File: src/rtl/param_fifo.sv
// param_fifo -- single-clock synchronous FIFO with configurable width/depth,
// registered or first-word-fall-through read port, threshold flags and
// sticky error flags.
//
// Parameters
//   WIDTH     data word width (>= 1)
//   DEPTH     storage words (power of two, >= 4)
//   AF_LEVEL  almost_full when level >= AF_LEVEL (1..DEPTH)
//   AE_LEVEL  almost_empty when level <= AE_LEVEL (0..DEPTH-1)
//   FWFT      0: registered read, 1: first-word-fall-through
//
// Ports
//   clk           rising-edge clock
//   reset_n       asynchronous active-low reset
//   write_en      write request, accepted when !full
//   data_in       write data
//   read_en       read request, accepted when !empty
//   clear_err     clears overflow/underflow (a new error wins)
//   data_out      read data
//   data_valid    data_out qualifier
//   full, empty, almost_full, almost_empty   decoded from registered level
//   level         words currently stored
//   overflow      sticky: a write was refused
//   underflow     sticky: a read was refused

module param_fifo #(
  parameter int WIDTH    = 8,
  parameter int DEPTH    = 16,
  parameter int AF_LEVEL = DEPTH - 2,
  parameter int AE_LEVEL = 2,
  parameter int FWFT     = 0
) (
  input  logic                     clk,
  input  logic                     reset_n,
  input  logic                     write_en,
  input  logic [WIDTH-1:0]         data_in,
  input  logic                     read_en,
  input  logic                     clear_err,
  output logic [WIDTH-1:0]         data_out,
  output logic                     data_valid,
  output logic                     full,
  output logic                     empty,
  output logic                     almost_full,
  output logic                     almost_empty,
  output logic [$clog2(DEPTH):0]   level,
  output logic                     overflow,
  output logic                     underflow
);

  localparam int AW = $clog2(DEPTH);
  localparam logic [AW:0] DEPTH_L = (AW+1)'(DEPTH);
  localparam logic [AW:0] AF_L    = (AW+1)'(AF_LEVEL);
  localparam logic [AW:0] AE_L    = (AW+1)'(AE_LEVEL);

  logic [WIDTH-1:0] mem [DEPTH];
  logic [AW:0]      wr_ptr;
  logic [AW:0]      rd_ptr;
  logic             wr_acc;
  logic             rd_acc;

  // Flags depend only on the registered level, never on this cycle's requests.
  assign full         = (level == DEPTH_L);
  assign empty        = (level == '0);
  assign almost_full  = (level >= AF_L);
  assign almost_empty = (level <= AE_L);

  assign wr_acc = write_en && !full;
  assign rd_acc = read_en && !empty;

  // Pointers carry one extra bit so they wrap modulo 2*DEPTH; level is kept
  // as its own register and always equals wr_ptr - rd_ptr.
  always_ff @(posedge clk or negedge reset_n) begin
    if (!reset_n) begin
      wr_ptr <= '0;
      rd_ptr <= '0;
      level  <= '0;
    end else begin
      if (wr_acc) wr_ptr <= wr_ptr + 1'b1;
      if (rd_acc) rd_ptr <= rd_ptr + 1'b1;
      level <= level + (AW+1)'(wr_acc) - (AW+1)'(rd_acc);
    end
  end

  // Storage is deliberately not reset; reset only discards it via the pointers.
  always_ff @(posedge clk) begin
    if (wr_acc) mem[wr_ptr[AW-1:0]] <= data_in;
  end

  // A same-cycle error condition takes priority over clear_err.
  always_ff @(posedge clk or negedge reset_n) begin
    if (!reset_n) begin
      overflow  <= 1'b0;
      underflow <= 1'b0;
    end else begin
      if (write_en && full)  overflow <= 1'b1;
      else if (clear_err)    overflow <= 1'b0;
      if (read_en && empty)  underflow <= 1'b1;
      else if (clear_err)    underflow <= 1'b0;
    end
  end

  generate
    if (FWFT != 0) begin : g_fwft
      // Head word is always visible; a write into an empty FIFO shows up
      // right after its write edge because level leaves zero at that edge.
      assign data_out   = mem[rd_ptr[AW-1:0]];
      assign data_valid = !empty;
    end else begin : g_reg
      always_ff @(posedge clk or negedge reset_n) begin
        if (!reset_n) begin
          data_out   <= '0;
          data_valid <= 1'b0;
        end else begin
          data_valid <= rd_acc;
          if (rd_acc) data_out <= mem[rd_ptr[AW-1:0]];
        end
      end
    end
  endgenerate

endmodule
File: config.mk
export PLATFORM = sky130hd
export DESIGN_NAME = param_fifo
export DESIGN_NICKNAME = d
export VERILOG_FILES = /design/src/rtl/param_fifo.sv
export SDC_FILE = /design/constraint.sdc
export NUM_CORES = 1
export LEC_CHECK = 0
export ABC_AREA = 1
export CAP_MARGIN = 20
export CORE_MARGIN = 2
export CORE_UTILIZATION = 55
export DETAILED_ROUTE_END_ITERATION = 8
export PLACE_DENSITY_LB_ADDON = 0.15
export RECOVER_POWER = 25
export SYNTH_ARGS = -nofsm -noshare
export SYNTH_HDL_FRONTEND = slang
export SYNTH_SLANG_ARGS = --single-unit
File: constraint.sdc
create_clock -name clk -period 2.65 [get_ports clk]
set_input_delay 0.3975 -clock clk [delete_from_list [all_inputs] [get_ports clk]]
set_output_delay 0.3975 -clock clk [all_outputs]
set_load 0.05 [all_outputs]
# --- After elaboration in Yosys (flattened, before gate mapping) ---
# Memory sizes are Yosys's and may differ from the RTL's. A register that Yosys moved wholly into a read port is not among the register bits.
# Index checks and enable logic that the tools add are counted.
totals:
  output_inout_bits: 20
  wordCells: 29
  regBits: 18
  in_bits: 13
  latchBits: 0
  ram_bits: 128
  romBits: 0
  n_memories: 1
classes:
  add_sub_neg: 4
  n_mul: 0
  n_reduce_logical: 10
  muxes: 5
  n_div: 0
  shift: 0
  order_cmp: 2
  n_eq_ne: 1
  bitwise_logic: 0
memory_table:
  columns: ["memory", "words", "width", "read_ports", "rd_ports_with_merged_regs", "write_ports", "line_no", "rtl"]
  rows:
  - ["mem", 16, 8, 1, 1, 1, "55", "logic [WIDTH-1:0] mem [DEPTH];"]
ops:
  columns: ["op", "n"]
  rows:
  - ["$add 5x1->5 const B", 2]
  - ["$add 5x1->5", 1]
  - ["$eq 5x5->1 const B", 1]
  - ["$ge 5x4->1 const B", 1]
  - ["$le 5x2->1 const B", 1]
  - ["$logic_not 5->1", 1]
  - ["$mux 1", 5]
  - ["$sub 5x1->5", 1]
  - ["$logic_and 1x1->1", 4]
  - ["$reduce_bool 2->1", 2]
  - ["$logic_not 1->1", 3]

# --- Depth between registers and ports, before layout ---
# Gate-level depths: netlist of run 1.
depth:
  ltp_word: 5
  ltp_mapped: 14

# --- Least setup slack after synthesis of run 1 ---
# Ideal clock, no wire load.
synth_path:
  kind: "reg-to-reg"
  startpoint: "register level[2]"
  endpoint: "register level[4]"
  path_buffers: 1
  slack_ps: -157
  arrival_time_ps: 2679
  path_stages_with_launch: 15
  path_cell_list: "dfrtp_1 -> inv_1 -> ha_1 -> nand4_1 -> nand2_1 -> inv_1 -> buf_2 -> ha_1 -> inv_1 -> ha_1 -> inv_1 -> fa_1 -> o21ai_0 -> a21oi_1 -> xor2_1"
synth_lines:
  columns: ["element", "line_no", "rtl"]
  rows:
  - ["from (decl)", "45", "output logic [$clog2(DEPTH):0] level,"]
  - ["from (signal assigned)", "80", "level <= level + (AW+1)'(wr_acc) - (AW+1)'(rd_acc);"]
  - ["$logic_not 5->1", "63", "assign empty = (level == '0);"]
  - ["$logic_not 1->1", "68", "assign rd_acc = read_en && !empty;"]
  - ["$logic_and 1x1->1", "68", null]
  - ["net rd_acc", "59", "logic rd_acc;"]
  - ["$sub 5x1->5", "80", null]
# The timed path passes the listed nets, and every way through them passes these cells.
# A chain may end at the register's enable or synchronous reset.

# --- Final worst setup path of run 1 ---
layout_path:
  startpoint: "register level[4]"
  endpoint: "output port almost_full"
layout_via:
  elab_chain_len: 1
layout_rtl:
  columns: ["element", "line_no", "rtl"]
  rows:
  - ["$ge 5x4->1", "64", "assign almost_full = (level >= AF_L);"]
  - ["to (decl)", "43", "output logic almost_full,"]
# Every way passes these cells.

==> results.ini, run 1 <==
[status]
status = finished clean

[grt]
first_global_vias = 4451
antenna_found_initial = 0
track_usage_pct = 24.0
grt_max_degree = 67
grt_pass1_wl_um = 23400
grt_overflow = 0

[synthesis]
synth_warnings = 0
syn_nets = 697
synth_area_leaders = edfxtp_1 (57%), nand2_1 (12%), dfrtp_1 (8.9%), nand3_1 (7.3%), inv_1 (6.6%)
syn-instance-count = 667
syn_area_um2 = 6780
synth.avg_cell_area_um2 = 10.2
synth_cell_type_count = 19
ys_seq_area_share_pct = 65.6
netlist.area_leader.share_pct = 56.7
synth_largest_area_cell = edfxtp_1
synth_seq_cells = 152

[critical_path]
start_kind = flop
r2r_cells = 13
crit_path_top_delay_cell = clkdlybuf4s50_1
critPathBufInv = 2
crit_chain = inv_1 > ha_1 > a21oi_1 > nand2_1 > clkdlybuf4s50_1
r2r-start = level[3]$_DFF_PN0_
critPathTopFamily = buffers and inverters
crit_required_ns = 2.25
arrival_ns = 2.01
reg2reg_slack_ns = 0.25
crit_type = reg -> out
cp_max_fo = 4
r2r-end = level[4]$_DFF_PN0_
cp-end-kind = output port
cpPeakStageDelay_ns = 0.79

[timing]
fmaxAchievable_mhz = 415
hold_viol = 0
worst_pin_slew_ns = 1.30
finalWorstSetupSlack_ns = 0.238
finalMaxSlewViolations = 0
post-route-period-util_pct = 91.0
setup_viol = 0
rsz0062_at_grt = false
finClkSkew_ns = 0.00619
relSlewSlack_pct = 13.3
finalSetupTns_ns = 0
min_period_ns = 2.41

[cts]
clockRootBuffer = clkbuf_16
clk_latency_ns = 0.42
hold_buffers = 0
clock_path_buffers = 2
path_clk_slew_ns = 0.06
numCtsBuffers = 17
h-tree-depth = 4
clock_sinks = 152
cts_tree = yes

[hold_path]
min_from = data_out[3]$_DFFE_PN0P_
min_to = data_out[3]$_DFFE_PN0P_
hold_path_class = reg -> reg
hold-path-cell-count = 2

[cells_and_area]
nNetsFinal = 744
drive_gt1_share_pct = 7.98
fillers = 950
syn_to_final_growth_pct = 16.4
final_cell_mix = nand2_1 (207), edfxtp_1 (128), inv_1 (119), nand3_1 (99), clkdlybuf4s50_1 (24)
final_common_cell = nand2_1
n_antenna_cell = 0
multiInputGateArea_um2 = 1720
regArea_um2 = 4450

[detailed_routing]
post_drt_via_cell_ratio = 5.23
met1_length_um = 6350
drcViolationCount = 0
final_antenna_net_count = 0
wl_met3_um = 891
drt_iter0_drc = 416
wirelength_um = 14500
wl_met2_um = 6950
vias = 4568
wl_per_cell_um = 16.6
top_layer = met4
drtPass1Iterations = 5

[floorplanning]
io-pin-count = 33
dieWidth_um = 115
fp.dieH_um = 115
core_area_um2 = 12000
start_util_pct = 56.4
rows = 40
die_area_um2 = 13200

[pwr]
ir_drop_uv = 723
power_w = 0.00884
power_density_nw_per_um2 = 1120
power_leakage_nw = 3.57

[placed_design]
hpwl_um = 9250
io_buffers = 32
dpl_worst_slack_ns = 0.165
place.gp.congestion = 0.840

[flow_run]
max_cap_viol_count = 0

## cell type report
cell class / instances / area share, %
well taps: 147 / 2.33
clock buffers: 20 / 5.54
clock inverters: 12 / 1.62
inverters: 123 / 5.85
repair buffers: 55 / 6.46
multi-input cells: 365 / 21.8
flip-flops and latches: 152 / 56.4
## how the worst max path moves through the flow
stage,start,to,depth (start not counted),slack (ns)
after global routing,level[3]$_DFF_PN0_,level[4]$_DFF_PN0_,13,0.02
after detailed placement,write_en,level[4]$_DFF_PN0_,10,0.17
after floorplan,level[2]$_DFF_PN0_,level[4]$_DFF_PN0_,14,0.02
after global placement,write_en,level[4]$_DFF_PN0_,10,0.20
after CTS,level[2]$_DFF_PN0_,almost_empty,6,0.04
final,level[4]$_DFF_PN0_,almost_full,5,0.24
## flip-flops by register name (all words and copies together) (netlist names)
| name | cells |
|---|---|
| mem | 128 |
| overflow | 1 |
| wr_ptr | 4 |
| data_valid | 1 |
| level | 5 |
| rd_ptr | 4 |
| underflow | 1 |
| data_out | 8 |
## power breakdown
group / total (W) / switching, W / leakage [nW] / internal [W]
clock: 0.00231 / 0.000926 / 0.268 / 0.00138
combinational: 0.00338 / 0.00235 / 1.86 / 0.00103
sequential: 0.00316 / 0.000195 / 1.44 / 0.00297
total: 0.00884 / 0.00347 / 3.57 / 0.00538
## per-layer routing
| layer | vias up | GRT usage [%] |
|---|---|---|
| li1 | 2218 | - |
| met1 | 2152 | 33.6 |
| met2 | 171 | 36.9 |
| met3 | 27 | 5.27 |
| met4 | 0 | 10.0 |
| met5 | - | 0 |
## stage by stage
| stage | util [%] | hold WS [ns] | instance area, um2 | instances |
|---|---|---|---|---|
| floorplan | - | 0.102 | 6780 | 667 |
| global placement | 60.9 | 0.471 | 7320 | 842 |
| detailed placement | 60.9 | 0.476 | 7320 | 842 |
| CTS | 65.6 | 0.326 | 7880 | 874 |
| global route | 65.7 | 0.515 | 7890 | 874 |
| finish | 65.7 | 0.489 | 7890 | 874 |
## cell usage after synthesis (all sizes together)
cell,instances
a21oi,3
xor2,9
nand2,208
clkinv,1
nand4,2
o21ai,7
clkbuf,2
inv,122
fa,1
buf,25
o21a,1
edfxtp,128
ha,16
nor2,19
nand3,99
dfrtp,24
## cells by family after synthesis
logic type,after synthesis,share of synthesized area (%)
flops,152,65.6
xor+xnor,9,1.16
simple gates,328,20.1
buf+inv,150,9.12
compound gates,11,0.849
fa+ha+maj,17,3.25
## worst register-to-register path: cells and delay by family, from the launching register on
| kind | cells | cell delay [ns] |
|---|---|---|
| compound gates | 2 | 0.21 |
| xor+xnor | 1 | 0.14 |
| fa+ha+maj | 4 | 0.98 |
| buf+inv | 4 | 0.28 |
| flops | 1 | 0.43 |
| simple gates | 2 | 0.23 |
## timing repair
item | 4_1_cts | 5_1_grt
buffers inserted | 0 | 0
endpoints found under the setup margin | 0 | 4
gates resized for setup | 0 | 6
No activity file was read; power rests on OpenSTA's default activity.
==> run 2, diff against run 1 <==
--- a/config.mk
+++ b/config.mk
@@ -5,7 +5,6 @@
 export SDC_FILE = /design/constraint.sdc
 export NUM_CORES = 1
 export LEC_CHECK = 0
-export ABC_AREA = 1
 export CAP_MARGIN = 20
 export CORE_MARGIN = 2
 export CORE_UTILIZATION = 55
==> results.ini, run 2 <==
[status]
status = finished clean

[critical_path]
crit_type = reg -> reg
start_kind = flop
r2r-start = level[2]$_DFF_PN0_
reg2reg_slack_ns = 0.18  ; -0.07 ns
r2r-end = level[4]$_DFF_PN0_
crit_path_top_delay_cell = dfrtp_2
cp_max_fo = 9  ; +5
r2r_cells = 14  ; +1
cp-end-kind = flop
arrival_ns = 2.91  ; +0.90 ns
crit_chain = inv_2 > ha_4 > nor4b_4 > nand2b_4 > inv_6 > ha_4 > inv_2 > ha_4 > inv_2 > fa_2 > nor2_1 > nor2_1 > o21bai_1 > xnor2_1
crit_required_ns = 3.10  ; +0.85 ns
cpPeakStageDelay_ns = 0.44  ; -0.35 ns

[placed_design]
hpwl_um = 7500  ; -19%
placedCellCount = 508  ; -40%
placed_area_um2 = 6870  ; -6.2%
place.gp.congestion = 0.818  ; -2.6%
io_buffers = 32  ; unchanged

[detailed_routing]
drcViolationCount = 0  ; unchanged
wl_per_cell_um = 21.1  ; +27%
vias = 3074  ; -33%
wirelength_um = 11400  ; -21%
post_drt_via_cell_ratio = 5.69  ; +8.9%
drtPass1Iterations = 4  ; -1
drt_iter0_drc = 245  ; -41%
final_antenna_net_count = 0  ; unchanged

[synthesis]
syn_area_um2 = 6170  ; -9.0%
ys.flop_type = edfxtp_1
synth_seq_cells = 152  ; unchanged
synth_common_cells = edfxtp_1 (128), mux4_2 (32), dfrtp_1 (24)
synth_cell_type_count = 32  ; +13
netlist.area_leader.share_pct = 62.3  ; +5.6 points
syn_nets = 354  ; -49%
synth.avg_cell_area_um2 = 19.0  ; +87%
synth_most_common_cell = edfxtp_1
syn-instance-count = 324  ; -51%
synth_edf_count = 128  ; unchanged
async_reset_ff_share_pct = 15.8  ; unchanged
synth_largest_area_cell = edfxtp_1
synth_warnings = 0  ; unchanged
synth_area_leaders = edfxtp_1 (62%), mux4_2 (12%), dfrtp_1 (9.7%), ha_1 (3.2%), mux2i_1 (2.4%)
ys_seq_area_share_pct = 72.1  ; +6.5 points

[cts]
h-tree-depth = 4  ; unchanged
post-cts-setup-buffers = 0  ; unchanged
path_clk_slew_ns = 0.07  ; about the same
clock_path_buffers = 2  ; unchanged
clk_latency_ns = 0.53  ; +0.11 ns
clockRootBuffer = clkbuf_8
clock_sinks = 152  ; unchanged
numCtsBuffers = 17  ; unchanged
cts_tree = yes

[cells_and_area]
syn_to_final_growth_pct = 20.2
n_antenna_cell = 0  ; unchanged
largest_reg_flops = 128  ; unchanged
final_cell_mix = edfxtp_1 (128), mux4_2 (32), buf_4 (26), clkdlybuf4s50_1 (22), dfrtp_1 (21)
final_cells = 540  ; -38%
drive_gt1_share_pct = 28.5  ; +21 points
nNetsFinal = 417  ; -44%
fin_area_um2 = 7410  ; -6.0%
final_common_cell = edfxtp_1

[grt]
grt_max_degree = 28  ; -58%
grt_pass1_wl_um = 17800  ; -24%
first_global_vias = 3223  ; -28%
antenna_found_initial = 0  ; unchanged
grt_overflow = 0  ; unchanged
track_usage_pct = 21.5  ; -2.5 points

[timing]
worst_pin_slew_ns = 0.769  ; -0.531 ns
finClkSkew_ns = 0.0110  ; +0.00479 ns
post-route-period-util_pct = 93.1  ; +2.0 points
fmaxAchievable_mhz = 405  ; -2.2%
finalMaxSlewViolations = 0  ; unchanged
relSlewSlack_pct = 48.6  ; +35 points
setup_viol = 0  ; unchanged
rsz0062_at_grt = false
min_period_ns = 2.47  ; +0.0543 ns
timing.hold.ws_ns = 0.387  ; -0.102 ns
hold_viol = 0  ; unchanged

[pwr]
power_density_nw_per_um2 = 1130  ; +0.39%
ir_drop_uv = 753  ; +4.2%
power_leakage_nw = 2.62  ; -27%

[floorplanning]
core_area_um2 = 10900  ; -9.4%
die_area_um2 = 12100  ; -8.7%
start_util_pct = 56.6  ; +0.20 points
dieWidth_um = 110  ; -4.5%
rows = 38  ; -5.0%
fp.dieH_um = 110  ; -4.5%
io-pin-count = 33  ; unchanged

[hold_path]
hold_path_class = in -> async

[flow_run]
max_cap_viol_count = 0  ; unchanged

-- run 2: critical path: cells and delay by family (launching register included) --
| kind | cells | cell delay, ns |
|---|---|---|
| compound gates | 1 | 0.16 |
| buf+inv | 4 | 0.25 |
| flops | 1 | 0.44 |
| fa+ha+maj | 4 | 0.81 |
| simple gates | 4 | 0.60 |
| xor+xnor | 1 | 0.13 |
-- run 2: area by class of cell --
cell class	count	area, um2
inverter	18	72.6
clock buffer	17	414
timing repair buffer	59	531
tap	140	175
multi-input combinational	139	1640
clock inverter	15	134
fill	736	3480
sequential	152	4450
-- run 2: cells by family (layout without fill, tap and decap cells) --
logic type / count (synthesis) / after routing / share of synthesized area [%]
compound gates: 16 / 16 / 1.91
xor+xnor: 9 / 9 / 1.28
fa+ha+maj: 17 / 17 / 3.57
buf+inv: 33 / 109 / 2.60
flops: 152 / 152 / 72.1
mux: 48 / 48 / 14.3
simple gates: 49 / 49 / 4.28
-- run 2: stage by stage --
stage               total power [W]  setup TNS [ns]  util, %  setup slack, ns
floorplan                   0.00534           -1.03        -           -0.453
global placement            0.00618               0     63.1            0.183
detailed placement          0.00624               0     63.1            0.126
CTS                         0.00843               0     68.1            0.129
global route                0.00876               0     68.1           0.0275
finish                      0.00834               0     68.1            0.183
-- run 2: per-layer routing --
metal  vias up  wire length (um)  GRT usage [%]
li1       1394                 -              -
met1      1580              4870           28.8
met2        87              5710           34.7
met3        13               700           4.68
met4         0               131           8.68
met5         -                 0              0
-- run 2: how the worst max path moves through the flow --
stage	slack [ns]	cells past startpoint	end	startpoint
after floorplan	-0.45	15	level[4]$_DFF_PN0_	level[3]$_DFF_PN0_
after global placement	0.18	12	level[4]$_DFF_PN0_	write_en
after detailed placement	0.13	12	level[4]$_DFF_PN0_	write_en
after CTS	0.13	14	level[4]$_DFF_PN0_	level[2]$_DFF_PN0_
after global routing	0.03	14	level[4]$_DFF_PN0_	level[2]$_DFF_PN0_
final	0.18	14	level[4]$_DFF_PN0_	level[2]$_DFF_PN0_
-- run 2: what timing repair did --
item	in CTS	in global routing
hold buffers	0	0
gates resized for setup	4	1
hold endpoints to repair	0	0
endpoints found under the setup margin	4	1
-- run 2: power by group --
group	internal, W	switching, W
Sequential	0.00297	0.000257
Clock	0.00119	0.00102
Combinational	0.00127	0.00163
Total	0.00543	0.00291
